`src/rtl/cache_mem_arbiter.sv`:
```
`default_nettype none
// ============================================================================
// Module      : cache_mem_arbiter
// Description : Shares one SRAM-like memory port between the instruction
//               cache and the write-back data cache. Exactly one
//               transaction is outstanding at a time. addr_ok/data_ok are
//               routed back to the owning cache only. A sticky err flag is
//               raised when the memory stalls in the data phase.
// Parameters  : TIMEOUT - number of DATA cycles before err is raised
// Macros      : ARB_RR_EN - when defined, a tie is granted to the
//               requester that was not served last (round-robin).
//               Otherwise data wins every tie.
// Ports       : clk, rst            - clock, synchronous active-high reset
//               inst_* / data_*     - cache request ports (req, wr, size,
//                                     addr, wdata in; rdata, addr_ok,
//                                     data_ok out)
//               mem_*               - bridge port (req, wr, size, addr,
//                                     wdata out; rdata, addr_ok, data_ok in)
//               busy, owner, err    - status
// Revision    : 1.0 - initial release
// ============================================================================
module cache_mem_arbiter #(
    parameter int TIMEOUT = 255
) (
    input  logic        clk,
    input  logic        rst,
    // instruction cache port
    input  logic        inst_req,
    input  logic        inst_wr,
    input  logic [1:0]  inst_size,
    input  logic [31:0] inst_addr,
    input  logic [31:0] inst_wdata,
    output logic [31:0] inst_rdata,
    output logic        inst_addr_ok,
    output logic        inst_data_ok,
    // data cache port
    input  logic        data_req,
    input  logic        data_wr,
    input  logic [1:0]  data_size,
    input  logic [31:0] data_addr,
    input  logic [31:0] data_wdata,
    output logic [31:0] data_rdata,
    output logic        data_addr_ok,
    output logic        data_data_ok,
    // memory bridge port
    output logic        mem_req,
    output logic        mem_wr,
    output logic [1:0]  mem_size,
    output logic [31:0] mem_addr,
    output logic [31:0] mem_wdata,
    input  logic [31:0] mem_rdata,
    input  logic        mem_addr_ok,
    input  logic        mem_data_ok,
    // status
    output logic        busy,
    output logic        owner,
    output logic        err
);

    localparam int                  c_TCNT_W = $clog2(TIMEOUT + 1);
    localparam logic [c_TCNT_W-1:0] c_TMAX   = c_TCNT_W'(TIMEOUT);

    typedef enum logic [1:0] {
        S_IDLE = 2'd0,
        S_ADDR = 2'd1,
        S_DATA = 2'd2
    } state_t;

    state_t              state_q, state_d;
    logic                owner_q, owner_d;
    logic                last_owner_q, last_owner_d;
    logic                err_q, err_d;
    logic [c_TCNT_W-1:0] tcnt_q, tcnt_d;

    logic w_pick_data;
    logic w_own_req;
    logic w_addr_hs;
    logic w_data_hs;

`ifdef ARB_RR_EN
    // On a tie the requester that was not served last wins.
    assign w_pick_data = (inst_req & data_req) ? ~last_owner_q : data_req;
`else
    // Fixed priority: data wins whenever it requests.
    assign w_pick_data = data_req;
`endif

    assign w_own_req = owner_q ? data_req : inst_req;
    assign w_addr_hs = (state_q == S_ADDR) & w_own_req & mem_addr_ok;
    assign w_data_hs = (state_q == S_DATA) & mem_data_ok;

    always_comb begin
        state_d      = state_q;
        owner_d      = owner_q;
        last_owner_d = last_owner_q;
        tcnt_d       = tcnt_q;
        err_d        = err_q;
        case (state_q)
            S_IDLE: begin
                if (inst_req | data_req) begin
                    owner_d = w_pick_data;
                    state_d = S_ADDR;
                end
            end
            S_ADDR: begin
                if (w_addr_hs) begin
                    state_d = S_DATA;
                    tcnt_d  = '0;
                end else if (!w_own_req) begin
                    // Requester withdrew before the bridge accepted.
                    state_d = S_IDLE;
                end
            end
            S_DATA: begin
                if (tcnt_q != c_TMAX) begin
                    tcnt_d = tcnt_q + 1'b1;
                end
                // err rises together with the counter reaching TIMEOUT;
                // the transaction keeps waiting for the bridge.
                if (tcnt_d == c_TMAX) begin
                    err_d = 1'b1;
                end
                if (mem_data_ok) begin
                    last_owner_d = owner_q;
                    state_d      = S_IDLE;
                end
            end
            default: state_d = S_IDLE;
        endcase
    end

    always_ff @(posedge clk) begin
        if (rst) begin
            state_q      <= S_IDLE;
            owner_q      <= 1'b0;
            last_owner_q <= 1'b0;
            tcnt_q       <= '0;
            err_q        <= 1'b0;
        end else begin
            state_q      <= state_d;
            owner_q      <= owner_d;
            last_owner_q <= last_owner_d;
            tcnt_q       <= tcnt_d;
            err_q        <= err_d;
        end
    end

    // Owner's fields stay muxed through DATA so the bridge sees stable
    // write data until completion.
    assign mem_req   = (state_q == S_ADDR) & w_own_req;
    assign mem_wr    = owner_q ? data_wr    : inst_wr;
    assign mem_size  = owner_q ? data_size  : inst_size;
    assign mem_addr  = owner_q ? data_addr  : inst_addr;
    assign mem_wdata = owner_q ? data_wdata : inst_wdata;

    assign inst_rdata   = mem_rdata;
    assign data_rdata   = mem_rdata;
    assign inst_addr_ok = w_addr_hs & ~owner_q;
    assign data_addr_ok = w_addr_hs &  owner_q;
    assign inst_data_ok = w_data_hs & ~owner_q;
    assign data_data_ok = w_data_hs &  owner_q;

    assign busy  = (state_q != S_IDLE);
    assign owner = owner_q;
    assign err   = err_q;

endmodule
`default_nettype wire
```
`config.mk`:
```
export PLATFORM = sky130hd
export DESIGN_NAME = cache_mem_arbiter
export DESIGN_NICKNAME = d
export VERILOG_FILES = /design/src/rtl/cache_mem_arbiter.sv
export SDC_FILE = /design/constraint.sdc
export NUM_CORES = 1
export LEC_CHECK = 0
export BUFFER_PORTS_ARGS = -buffer_cell sky130_fd_sc_hd__buf_2
export CORE_AREA = 8 8 114 116
export CTS_BUF_LIST = sky130_fd_sc_hd__clkbuf_16
export CTS_CLUSTER_SIZE = 10
export DETAILED_ROUTE_END_ITERATION = 10
export DIE_AREA = 0 0 122 124
export HOLD_SLACK_MARGIN = 0.03
export PLACE_DENSITY = 0.6
export SLEW_MARGIN = 20
export SYNTH_ARGS = -nofsm -noshare
export SYNTH_HDL_FRONTEND = slang
export SYNTH_SLANG_ARGS = --single-unit
```
`constraint.sdc`:
```
create_clock -name clk -period 2.38 [get_ports clk]
set_input_delay 0.476 -clock clk [delete_from_list [all_inputs] [get_ports clk]]
set_output_delay 0.476 -clock clk [all_outputs]
set_load 0.01 [all_outputs]
```
==> impl_metrics.toml <==
[global_routing]
first_global_vias = 2278
grt_pass1_wl_um = 12430
grt_remaining_overflow = 0
antenna_found_initial = 0
grt_max_degree = 44
grt_use_total = 0.1044

[power]
power_density_nw_per_um2 = 363.2
p_leak_nw = 1.434
peakVddDrop_mv = 0.4282

[clocking]
cts_buffer_depth = 2
cts_hold_buf = 0
post_cts_buffers = 0
clock_latency_ns = 0.24
clkSinkCount = 12
cts_root_buf = "clkbuf_16"
cts_tree = "done"
cts_resized = 0
h-tree-depth = 1
path_clk_slew_ns = 0.04
numCtsBuffers = 3

[floorplanning]
core_area_um2 = 11170
initial_core_util = 0.1826
core.rowCount = 39
die_area_um2 = 15130
io_pins = 311
dieWidth_um = 122
dieHeight_um = 124

[timing]
fin_skew_ns = 0.001132
worst_slack_ns = 0.2947
max_freq_mhz = 479.6
slew_viol_final = 0
slew-limit-headroom = 0.7786
finalHoldViolations = 0
worst_slew_pin_slew_ns = 0.3305
tns_ns = 0
grt_setup_unrepaired = "no"
setup_viol = 0
min_period_ns = 2.085
min_period_over_period = 0.8762

[placement]
dp.cells = 521
finalWeightedCongestion = 0.8453
io_buffers = 214
dpl.hpwl_um = 8441
post-place-ws_ns = 0.5350

[logic_synthesis]
synth_cells = 236
synth_commonest_cells = "68 x mux2_2, 64 x buf_4, 12 x dfxtp_1"
avgSynthCellArea_um2 = 8.647
yosysTopAreaCell = "mux2_2"
synth_seq_area_share = 0.1177
yosysUniqueCellTypes = 37
syn_nets = 409
synthFlopType = "dfxtp_1"
synth_edf_count = 0
synth.area.top_cells = "mux2_2 38%, buf_4 24%, dfxtp_1 12%"
synth_area_um2 = 2041
yosysWarningCount = 0
synth_top_cell_area_share = 0.3752
synthArstFlopShare = 0
yosysMostFrequentCell = "mux2_2"
ys_ff_latch = 12

[setup_path]
cp.arrival_ns = 1.61
cp-end-kind = "output port"
crit_type = "flip-flop to output port"
startpoint_type = "flip-flop"
required_ns = 1.90
crit_fanout = 15

[flow_run]
cap_viol_max_count = 0

[route]
routed_wl_um = 9420
via_count = 2206
drc = 0
drt_first_pass_iters = 4
wl_per_cell_um = 17.94
viasPerCell = 4.202
ant_nets = 0
drtIter0Drc = 87

[final_layout]
diodes = 0
fin_cells = 525
area_growth_pct = 40.77
post-route-util = 0.2571
layout-drive-gt1-share = 0.7749
fin_nets = 556

[run_status]
status = "complete, no violations"

[min_path]
hp-class = "flip-flop to flip-flop"
## metal layers
metal  GRT usage  vias up  part of all wire
li1            -     1062                 -
met1      0.1223      977              0.37
met2      0.1681      131              0.48
met3     0.03264       36              0.11
met4     0.05551        0             0.037
met5           0        -                 0
## cell usage in the layout, fill, tap and decap left out, types with 2 or more instances in the layout
cell type  netlist  layout
buf_2            6     214
mux2_2          68      68
dfxtp_1         12      11
nand2_1         10      10
nor2_1           6       6
o21ai_0          6       6
a21oi_1          6       6
a31oi_1          5       5
nor3_1           5       5
buf_4           64       5
nor2b_1          4       4
inv_1            3       3
and2_1           3       3
and3_1           3       3
mux2i_1          3       3
clkbuf_16        0       3
and4_1           2       2
nand4_1          2       2
nand2b_1         2       2
o211ai_1         2       2
## where the power goes
group	leakage, nW	total (mW)	internal (mW)	switching, mW
Combinational	1.30	0.516	0.288	0.229
Sequential	0.0975	0.217	0.206	0.0105
Clock	0.0385	0.310	0.221	0.0889
Total	1.43	1.04	0.715	0.328
## kinds of logic (layout without fill, tap and decap cells)
logic type | after synthesis | in the layout | share of synthesized area
buf+inv | 81 | 227 | 0.2777
mux | 72 | 72 | 0.3973
simple gates | 45 | 45 | 0.1263
compound gates | 25 | 25 | 0.07480
flops | 12 | 12 | 0.1177
fa+ha+maj | 1 | 1 | 0.006130
## path summary, 6_finish.rpt
check                                             from               end  slack, ns  depth (start not counted)
worst max register to register  tcnt_q[0]$_SDFFE_PP0P_  err$_SDFFE_PP0P_       0.68                          5
worst max-delay path                owner$_SDFFE_PP0P_      data_addr_ok       0.29                          4
worst min-delay path                  err$_SDFFE_PP0P_  err$_SDFFE_PP0P_       0.46                          1
worst min register to register        err$_SDFFE_PP0P_  err$_SDFFE_PP0P_       0.46                          1
## worst max-delay path, stage by stage (launching register included)
cell and delay, ns:
dfxtp_2 0.52, mux2_4 0.34, and3_4 0.21, and2_1 0.16, buf_2 0.13
## sequential cells by signal, indices dropped and copies added (netlist names)
register,count
state_q,2
tcnt_q,8
err,1
owner,1
## per-stage QoR
| stage | instance area [µm²] | power (mW) | hold WS [ns] |
|---|---|---|---|
| after CTS | 2873 | 1.062 | 0.4692 |
| after floorplan | 2041 | 0.5893 | 0.4926 |
| after global routing | 2873 | 1.106 | 0.5126 |
| final | 2873 | 1.043 | 0.4619 |
| after global placement | 2794 | 0.7373 | 0.4630 |
| after detailed placement | 2794 | 0.7435 | 0.4585 |
## final cells by class
| cell class | count | area, µm² |
|---|---|---|
| Clock buffer | 3 | 75.07 |
| Clock inverter | 1 | 3.754 |
| Fill cell | 1226 | 8302 |
| Inverter | 3 | 11.26 |
| Multi-Input combinational cell | 143 | 1234 |
| Sequential cell | 12 | 241.5 |
| Tap cell | 143 | 178.9 |
| Timing Repair Buffer | 220 | 1129 |
(Power assumes the default switching activity.)
